--- src/rtl/demux_pkg.sv ---
// Shared definitions for the 1:8 demux dispatch controller.
//   NCH      number of demux output channels
//   SEL_W    width of the channel select
//   state_e  dispatcher FSM states
//   onehot8  select -> one-hot channel decode
package demux_pkg;

  localparam int unsigned NCH   = 8;
  localparam int unsigned SEL_W = 3;

  typedef enum logic {
    IDLE = 1'b0,
    SEND = 1'b1
  } state_e;

  function automatic logic [NCH-1:0] onehot8(input logic [SEL_W-1:0] s);
    logic [NCH-1:0] r;
    r    = '0;
    r[s] = 1'b1;
    return r;
  endfunction

endpackage

--- src/rtl/dispatch_fifo.sv ---
// Synchronous FIFO holding tagged {dest,data} words for the dispatcher.
//   clk, rst_n  clock and synchronous active-low reset (empties the FIFO)
//   push, din   write request and word; ignored while full (no bypass)
//   pop         read request; ignored while empty
//   full, empty occupancy flags, registered
//   dout        head-of-queue word (valid when !empty)
module dispatch_fifo #(
  parameter int unsigned W     = 11,
  parameter int unsigned DEPTH = 4
) (
  input  logic         clk,
  input  logic         rst_n,
  input  logic         push,
  input  logic [W-1:0] din,
  input  logic         pop,
  output logic         full,
  output logic         empty,
  output logic [W-1:0] dout
);

  localparam int unsigned AW = $clog2(DEPTH);

  logic [W-1:0]  mem_q [DEPTH];
  logic [AW-1:0] wr_ptr_q, wr_ptr_d;
  logic [AW-1:0] rd_ptr_q, rd_ptr_d;
  logic [AW:0]   count_q, count_d;
  logic          do_push, do_pop;

  assign full  = (count_q == (AW+1)'(DEPTH));
  assign empty = (count_q == '0);
  assign dout  = mem_q[rd_ptr_q];

  always_comb begin
    do_push  = push && !full;
    do_pop   = pop && !empty;
    wr_ptr_d = wr_ptr_q;
    rd_ptr_d = rd_ptr_q;
    count_d  = count_q;
    if (do_push) begin
      wr_ptr_d = wr_ptr_q + AW'(1);
    end
    if (do_pop) begin
      rd_ptr_d = rd_ptr_q + AW'(1);
    end
    if (do_push && !do_pop) begin
      count_d = count_q + (AW+1)'(1);
    end else if (do_pop && !do_push) begin
      count_d = count_q - (AW+1)'(1);
    end
  end

  always_ff @(posedge clk) begin
    if (!rst_n) begin
      wr_ptr_q <= '0;
      rd_ptr_q <= '0;
      count_q  <= '0;
    end else begin
      wr_ptr_q <= wr_ptr_d;
      rd_ptr_q <= rd_ptr_d;
      count_q  <= count_d;
    end
  end

  // Storage needs no reset: entries are only read once counted as valid.
  always_ff @(posedge clk) begin
    if (do_push) begin
      mem_q[wr_ptr_q] <= din;
    end
  end

endmodule

--- src/rtl/demux_dispatch_ctrl.sv ---
// Upstream feeder for the 1:8 demultiplexer stage. Buffers tagged words and
// presents them one at a time as registered sel/strobe/data_out, holding each
// until the addressed sink is ready or the wait times out (word dropped).
//   clk, rst_n         clock, synchronous active-low reset
//   in_valid/in_ready  upstream stream handshake (in_ready = FIFO not full)
//   in_dest, in_data   destination channel and payload
//   sel, strobe        registered demux select and enable
//   data_out           registered payload for the selected channel
//   ch_valid           one-hot channel valid decoded from registers
//   ch_ready           per-channel sink ready
//   err_timeout        one-cycle pulse after a word is dropped
//   drop_cnt           dropped words, saturating
//   xfer_cnt           completed transfers, wrapping
module demux_dispatch_ctrl
  import demux_pkg::*;
#(
  parameter int unsigned DW      = 8,
  parameter int unsigned DEPTH   = 4,
  parameter int unsigned TIMEOUT = 16
) (
  input  logic             clk,
  input  logic             rst_n,
  input  logic             in_valid,
  output logic             in_ready,
  input  logic [SEL_W-1:0] in_dest,
  input  logic [DW-1:0]    in_data,
  output logic [SEL_W-1:0] sel,
  output logic             strobe,
  output logic [DW-1:0]    data_out,
  output logic [NCH-1:0]   ch_valid,
  input  logic [NCH-1:0]   ch_ready,
  output logic             err_timeout,
  output logic [7:0]       drop_cnt,
  output logic [15:0]      xfer_cnt
);

  localparam int unsigned     WCW       = (TIMEOUT > 1) ? $clog2(TIMEOUT) : 1;
  localparam logic [WCW-1:0]  WAIT_LAST = WCW'((TIMEOUT == 0) ? 0 : TIMEOUT - 1);
  localparam bit              TO_EN     = (TIMEOUT != 0);

  state_e              state_q, state_d;
  logic [SEL_W-1:0]    sel_q, sel_d;
  logic [DW-1:0]       data_q, data_d;
  logic                strobe_q, strobe_d;
  logic [WCW-1:0]      wait_q, wait_d;
  logic                err_q, err_d;
  logic [7:0]          drop_q, drop_d;
  logic [15:0]         xfer_q, xfer_d;

  logic                fifo_pop, fifo_full, fifo_empty;
  logic [SEL_W+DW-1:0] head_w;
  logic                advance;

  dispatch_fifo #(
    .W     (SEL_W + DW),
    .DEPTH (DEPTH)
  ) u_fifo (
    .clk   (clk),
    .rst_n (rst_n),
    .push  (in_valid),
    .din   ({in_dest, in_data}),
    .pop   (fifo_pop),
    .full  (fifo_full),
    .empty (fifo_empty),
    .dout  (head_w)
  );

  assign in_ready    = !fifo_full;
  assign sel         = sel_q;
  assign strobe      = strobe_q;
  assign data_out    = data_q;
  assign ch_valid    = strobe_q ? onehot8(sel_q) : '0;
  assign err_timeout = err_q;
  assign drop_cnt    = drop_q;
  assign xfer_cnt    = xfer_q;

  always_comb begin
    state_d  = state_q;
    sel_d    = sel_q;
    data_d   = data_q;
    strobe_d = strobe_q;
    wait_d   = wait_q;
    err_d    = 1'b0;
    drop_d   = drop_q;
    xfer_d   = xfer_q;
    fifo_pop = 1'b0;
    advance  = 1'b0;

    case (state_q)
      IDLE: begin
        if (!fifo_empty) begin
          fifo_pop = 1'b1;
          sel_d    = head_w[SEL_W+DW-1:DW];
          data_d   = head_w[DW-1:0];
          strobe_d = 1'b1;
          wait_d   = '0;
          state_d  = SEND;
        end
      end
      SEND: begin
        if (ch_ready[sel_q]) begin
          xfer_d  = xfer_q + 16'd1;
          advance = 1'b1;
        end else if (TO_EN && (wait_q == WAIT_LAST)) begin
          err_d   = 1'b1;
          if (drop_q != 8'hFF) begin
            drop_d = drop_q + 8'd1;
          end
          advance = 1'b1;
        end else begin
          wait_d = wait_q + WCW'(1);
        end

        // Completed or dropped: chain straight into the next word if one is
        // buffered, giving one word per cycle under continuous ready.
        if (advance) begin
          if (!fifo_empty) begin
            fifo_pop = 1'b1;
            sel_d    = head_w[SEL_W+DW-1:DW];
            data_d   = head_w[DW-1:0];
            wait_d   = '0;
          end else begin
            strobe_d = 1'b0;
            state_d  = IDLE;
          end
        end
      end
      default: begin
        state_d  = IDLE;
        strobe_d = 1'b0;
      end
    endcase
  end

  always_ff @(posedge clk) begin
    if (!rst_n) begin
      state_q  <= IDLE;
      sel_q    <= '0;
      data_q   <= '0;
      strobe_q <= 1'b0;
      wait_q   <= '0;
      err_q    <= 1'b0;
      drop_q   <= '0;
      xfer_q   <= '0;
    end else begin
      state_q  <= state_d;
      sel_q    <= sel_d;
      data_q   <= data_d;
      strobe_q <= strobe_d;
      wait_q   <= wait_d;
      err_q    <= err_d;
      drop_q   <= drop_d;
      xfer_q   <= xfer_d;
    end
  end

endmodule

--- config.mk ---
export PLATFORM = sky130hd
export DESIGN_NAME = demux_dispatch_ctrl
export DESIGN_NICKNAME = d
export VERILOG_FILES = /design/src/rtl/demux_pkg.sv /design/src/rtl/dispatch_fifo.sv /design/src/rtl/demux_dispatch_ctrl.sv
export SDC_FILE = /design/constraint.sdc
export NUM_CORES = 1
export LEC_CHECK = 0
export ABC_AREA = 1
export CAP_MARGIN = 30
export CORE_AREA = 2 2 124 126
export DETAILED_ROUTE_END_ITERATION = 7
export DIE_AREA = 0 0 126 128
export DONT_BUFFER_PORTS = 1
export PLACE_DENSITY = 0.53
export SLEW_MARGIN = 0
export SYNTH_ARGS = -nofsm -noshare
export SYNTH_HDL_FRONTEND = slang
export SYNTH_SLANG_ARGS = --single-unit
--- constraint.sdc ---
create_clock -name clk -period 2.6 [get_ports clk]
set_clock_uncertainty 0.05 [all_clocks]
set_input_delay 0.52 -clock clk [delete_from_list [all_inputs] [get_ports clk]]
set_output_delay 0.52 -clock clk [all_outputs]
set_load 0.05 [all_outputs]
==> results.md, run 1 <==
* Status: completed
* Crit-path slowest cell: fa_1
* Reg clk slew, reported paths at 0.07 ns
* Die Y-Extent at 128 um
* Vias in the first global route at 3214
* Crit end category: flop
* CP required at 2.78 ns
* Max Fclk at 438 MHz
* Die ar. at 16100 um^2
* Routed Antenna Nets at 0
* Gr usage total at 0.126
* Global-route wire length before repair at 16100 um
* CORE AREA at 14900 um^2
* Setup violators final at 0
* Proportion of layout cells with a drive suffix above 1 at 0.159
* Max VDD drop at 569 uV
* Util after Layout at 0.344
* Die width at 126 um
* Synth cell types at 37
* Final Non-Filler Cells at 723
* CP top delay family: adder cells
* Leading area contributor after synthesis: edfxtp_1
* HPWL Detailed at 6880 um
* Max-slew headroom at 0.478
* # diodes at 0
* 1st-iter DRT viols at 135
* Crit path largest cell delay at 0.38 ns
* FF+latch count, synth at 95
* Setup bufs post-CTS at 0
* Pwr dens at 1040 nW/um^2
* Synth warnings at 0
* DR vias at 3351
* Initial antenna violation count at 0
* CTS Sinks at 95
* # rows at 45
* Worst path cell trace: ha_1 -> nand2_1 -> inv_1 -> nand2_2 -> nand3_4 -> nand2_4 -> ha_1 -> inv_1 -> fa_1 -> a21oi_1 -> o21ai_0 -> o21ai_0 -> a21oi_1
* TritonRoute pass-1 iters at 4
* Largest net degree at the start of global routing at 28
* Final hold vios at 0
* Post-Synthesis Cells at 493
* PostCTS Resize Cnt at 0
* Synth top area cells: edfxtp_1 (30%), dfxtp_1 (23%), nor2_1 (7.1%)
* Leak at 0.00200 uW
* Total routed wirelength at 9840 um
* Period utilization at 0.879
* IO buf count at 0
* Starting density of the core at 0.294
* Hold buffers post-CTS at 0
* IO Count at 68
* RD Place Congestion at 0.840
* Netlist Area Pre-Place at 4370 um^2
* Sequential area share after synthesis at 0.536
* HP Class: in -> reg
* Area grow syn2layout at 17.0%
* Clock Latency Late Sink at 0.35 ns
* Worst setup SP type: flop
* Worst slew pin tran at 0.782 ns
* Worst-path maximum fanout at 9
* Routed WL per cell at 13.6 um
* Hold Slack at 0.211 ns
* Nets at 562
* GR Overflow Total at 0
* CP bufs+invs at 2
* Category of the most critical setup path: reg -> reg
* Mean Syn Cell Area at 8.86 um^2
* DRC at 0
* H-tree depth at 3
* Post-DP Area at 4830 um^2
* Slew Limit Fails at 0
* Vias per Instance at 4.63
* CTS tree: yes
* Data arrival, critical path at 2.47 ns
* Design area at 5110 um^2
* Setup Total Neg Slack at 0 ns
* RSZ-0062 raised after global routing: false
* Max_cap viols at 0
* Clk root buf: clkbuf_16
* Share of the synthesized area in the top cell type at 0.302
* Longest Clk Path Bufs at 2
* Placed cell count at 707
* Min Tclk post-route at 2.28 ns
* TritonCTS buffer count at 9
* Syn_nets at 525
## sequential cells by signal (all words and copies together) (netlist names), named ones only
name and count:
u_fifo.rd_ptr_q 2, drop_cnt 8, wait_q 4, err_timeout 1
u_fifo.wr_ptr_q 2, state_q 1, data_out 8, sel 3
u_fifo.count_q 3, u_fifo.mem_q 44, strobe 1, xfer_cnt 16
## synth_stat cells, drive strengths merged
| cell | n |
|---|---|
| a21oi | 35 |
| and2 | 1 |
| and3 | 2 |
| buf | 3 |
| clkbuf | 10 |
| dfxtp | 51 |
| edfxtp | 44 |
| fa | 1 |
| ha | 9 |
| inv | 53 |
| nand2 | 83 |
| nand3 | 27 |
| nand3b | 3 |
| nand4 | 2 |
| nor2 | 96 |
| nor3 | 6 |
| nor4 | 2 |
| o21a | 1 |
| o21ai | 38 |
| o21bai | 2 |
| o32ai | 11 |
| xnor2 | 1 |
| xor2 | 12 |
## per-layer routing
| metal | part of all wire | track usage | up-vias |
|---|---|---|---|
| met5 | 0 | 0 | - |
| met4 | 0.012 | 0.0349 | 0 |
| met3 | 0.061 | 0.0488 | 8 |
| met2 | 0.49 | 0.215 | 67 |
| met1 | 0.44 | 0.148 | 1559 |
| li1 | - | - | 1717 |
## metrics by stage
stage / setup slack [ns] / total power (uW)
finish: 0.316 / 5300
global route: 0.0504 / 5670
CTS: 0.330 / 5390
detailed placement: 0.312 / 4090
global placement: 0.367 / 4040
floorplan: 0.115 / 3640
## layout by cell type (no fill, tap or decap), types with 10 or more instances in the layout
cell,count
inv_1,50
o21ai_0,27
edfxtp_1,44
buf_4,39
nand3_1,24
xor2_1,12
o21ai_1,11
nand2_1,77
dfxtp_1,48
nor2_1,83
a21oi_1,33
nor2_2,10
o32ai_1,11
## cells by family (layout without fill, tap and decap cells)
family | count (synthesis) | count (layout) | share of synthesized area
adders and majority gates | 10 | 10 | 0.0303
AOI/OAI and AO/OA | 87 | 87 | 0.113
and+or+nand+nor | 222 | 222 | 0.232
xor gates and xnor gates | 13 | 13 | 0.0261
DFF | 95 | 95 | 0.536
buffers and inverters | 66 | 108 | 0.0627
## cell type report
| class | instances | area, um^2 |
|---|---|---|
| timing repair buffer | 39 | 293 |
| sequential | 95 | 2350 |
| clock inverter | 7 | 60.1 |
| fill | 1519 | 9750 |
| multi-input combinational | 332 | 1750 |
| inverter | 53 | 201 |
| tap | 188 | 235 |
| clock buffer | 9 | 225 |
## where the power goes
group	internal, uW	switching (uW)	total, uW
clock network	669	600	1270
registers	1800	365	2170
logic	608	1250	1860
total	3080	2220	5300
## path summary, 6_finish.rpt
kind	start	endpoint	slack, ns	cells past startpoint
setup / recovery	wait_q[0]$_SDFFE_PN0P_	u_fifo.count_q[2]$_SDFFE_PN0P_	0.32	13
hold reg to reg	u_fifo.rd_ptr_q[1]$_SDFFE_PN0P_	u_fifo.rd_ptr_q[1]$_SDFFE_PN0P_	0.44	2
hold / removal	in_dest[0]	u_fifo.mem_q[2][8]$_DFFE_PP_	0.21	0
setup reg to reg	wait_q[0]$_SDFFE_PN0P_	u_fifo.count_q[2]$_SDFFE_PN0P_	0.32	13
(Power assumes the default switching activity.)
==> inputs of run 2 (changes only) <==
- CORE_AREA: 2 2 124 126 -> 2 2 92 94
- DIE_AREA: 0 0 126 128 -> 0 0 94 96
- PLACE_DENSITY: 0.53 -> 0.8
==> results.md, run 2 (synthesis gave the netlist of run 1 again) <==
* Clock Latency Late Sink at 0.36 ns (about the same)
* Sequential share of power at 0.445 (+0.036)
* Vias per Instance at 5.29 (+14%)
* Worst-path maximum fanout at 10 (+1)
* Routed WL per cell at 13.3 um (-2.0%)
* Initial antenna violation count at 0 (unchanged)
* Max-slew headroom at 0.535 (+0.0565)
* Switching Fraction at 0.434 (+0.0150)
* TritonCTS buffer count at 9 (unchanged)
* FF/Latch Area at 2350 um^2 (unchanged)
* Largest net degree at the start of global routing at 28 (unchanged)
* Setup Total Neg Slack at 0 ns (unchanged)
* GR Util met2 at 0.327 (+0.112)
* Max VDD drop at 517 uV (-9.0%)
* Gr usage total at 0.194 (+0.0677)
* Area of the multi-input gates at 1750 um^2 (unchanged)
* Comb pwr share at 0.371 (+0.020)
* Worst setup SP type: flop
* Die Y-Extent at 96 um (-25%)
* Die ar. at 9020 um^2 (-44%)
* Util after Layout at 0.605 (+0.261)
* Reg clk slew, reported paths at 0.10 ns (+0.03 ns)
* CORE AREA at 8050 um^2 (-46%)
* Leak at 0.00192 uW (-4.0%)
* Clk root buf: clkbuf_8
* Crit path largest cell delay at 0.38 ns (about the same)
* Slew Limit Fails at 0 (unchanged)
* GRT met1 Usage at 0.234 (+0.0857)
* # rows at 33 (-27%)
* # diodes at 0 (unchanged)
* Max Fclk at 424 MHz (-3.1%)
* IO Count at 68 (unchanged)
* GRT met3 Usage at 0.0454 (-0.00341)
* Filler instances at 667 (-56%)
* Psw at 2110 uW (-4.7%)
* GR Overflow Total at 0 (unchanged)
* Clock power frac at 0.184 (-0.055)
* Setup bufs post-CTS at 0 (unchanged)
* Starting density of the core at 0.543 (+0.249)
* Nets at 557 (-0.89%)
* PostCTS Resize Cnt at 0 (unchanged)
* CTS tree: yes
* IO buf count at 0 (unchanged)
* Total routed wirelength at 8470 um (-14%)
* Crit end category: flop
* Worst path cell trace: inv_2 -> nand2_1 -> nand3_2 -> nand2_4 -> nor2_8 -> nand3_4 -> nand2_4 -> ha_1 -> inv_1 -> fa_1 -> a21oi_1 -> o21ai_0 -> o21ai_0 -> a21oi_1
* CTS Sinks at 95 (unchanged)
* Die width at 94 um (-25%)
* Area grow syn2layout at 11.5%
* RSZ-0062 raised after global routing: false
* Max reg flops at 44 (unchanged)
* Hold buffers post-CTS at 0 (unchanged)
* Longest Clk Path Bufs at 2 (unchanged)
* HP Class: in -> reg
* H-tree depth at 3 (unchanged)
* Setup violators final at 0 (unchanged)
* DRC at 0 (unchanged)
* Period utilization at 0.906 (+0.0277)
* Final hold vios at 0 (unchanged)
* Min Tclk post-route at 2.36 ns (+0.0720 ns)
* Proportion of layout cells with a drive suffix above 1 at 0.149 (-0.00982)
* Routed Antenna Nets at 0 (unchanged)
* Most frequent cells in the layout: nor2_1 (83), nand2_1 (77), inv_1 (50), dfxtp_1 (48), edfxtp_1 (44)
* CP required at 2.79 ns (about the same)
* Crit-path slowest cell: dfxtp_2
* Global-route wire length before repair at 13600 um (-16%)
* Pint at 2760 uW (-10%)
* Largest Register: u_fifo.mem_q
* 1st-iter DRT viols at 204 (+51%)
* Pwr dens at 1000 nW/um^2 (-3.5%)
* Category of the most critical setup path: reg -> reg
* Max_cap viols at 0 (unchanged)
* Status: completed
* TritonRoute pass-1 iters at 5 (+1)
* Data arrival, critical path at 2.55 ns (+0.08 ns)
* Worst slew pin tran at 0.697 ns (-0.0846 ns)
* Vias in the first global route at 3028 (-5.8%)
* RD Place Congestion at 0.832 (-0.91%)
* Busiest layer in global routing: met2
* HPWL Detailed at 6070 um (-12%)
* Commonest non-fill, non-tap cell in the layout: nor2_1
* DR vias at 3359 (+0.24%)
run 2: cell type report:
| class | instances | area share |
|---|---|---|
| repair buffers | 34 | 0.0524 |
| well taps | 105 | 0.0270 |
| inverters | 53 | 0.0413 |
| flip-flops and latches | 95 | 0.482 |
| clock inverters | 7 | 0.0123 |
| multi-input cells | 332 | 0.360 |
| clock buffers | 9 | 0.0254 |
run 2: layer usage:
metal / share of wire / up-vias
li1: - / 1702
met1: 0.42 / 1553
met2: 0.51 / 96
met3: 0.061 / 8
met4: 0.0092 / 0
met5: 0 / -
run 2: critical path: cells and delay by family (launching register included):
kind | cells | cell delay [ns]
flops | 1 | 0.38
compound gates | 4 | 0.45
simple gates | 6 | 0.67
fa+ha+maj | 2 | 0.51
buf+inv | 2 | 0.17
run 2: path summary, 6_finish.rpt:
kind                                        from                        endpoint  slack, ns  cells after the start
setup / recovery             sel[0]$_SDFFE_PN0P_  u_fifo.count_q[2]$_SDFFE_PN0P_       0.24                     14
hold reg to reg   u_fifo.count_q[2]$_SDFFE_PN0P_  u_fifo.count_q[2]$_SDFFE_PN0P_       0.44                      2
setup reg to reg             sel[0]$_SDFFE_PN0P_  u_fifo.count_q[2]$_SDFFE_PN0P_       0.24                     14
hold / removal                        in_data[3]    u_fifo.mem_q[1][3]$_DFFE_PP_       0.20                      0
run 2: per-stage QoR:
step	hold slack (ns)	power [uW]	instance area, um^2	cells	setup slack, ns
floorplan	0.408	3640	4370	493	0.115
global placement	0.422	3940	4690	619	0.258
detailed placement	0.425	4010	4690	619	0.177
CTS	0.173	4910	4870	635	0.249
global route	0.165	5190	4870	635	0.0711
finish	0.197	4870	4870	635	0.244
run 2: power by group through the flow:
| stage | sequential, uW | clock [uW] | combinational (uW) |
|---|---|---|---|
| 3_5_place_dp | 2200 | 0 | 1810 |
| 5_1_grt | 2200 | 982 | 2010 |
| 3_3_place_gp | 2190 | 0 | 1750 |
| 6_report | 2170 | 899 | 1810 |
| 2_1_floorplan | 2270 | 0 | 1370 |
| 4_1_cts | 2170 | 929 | 1820 |
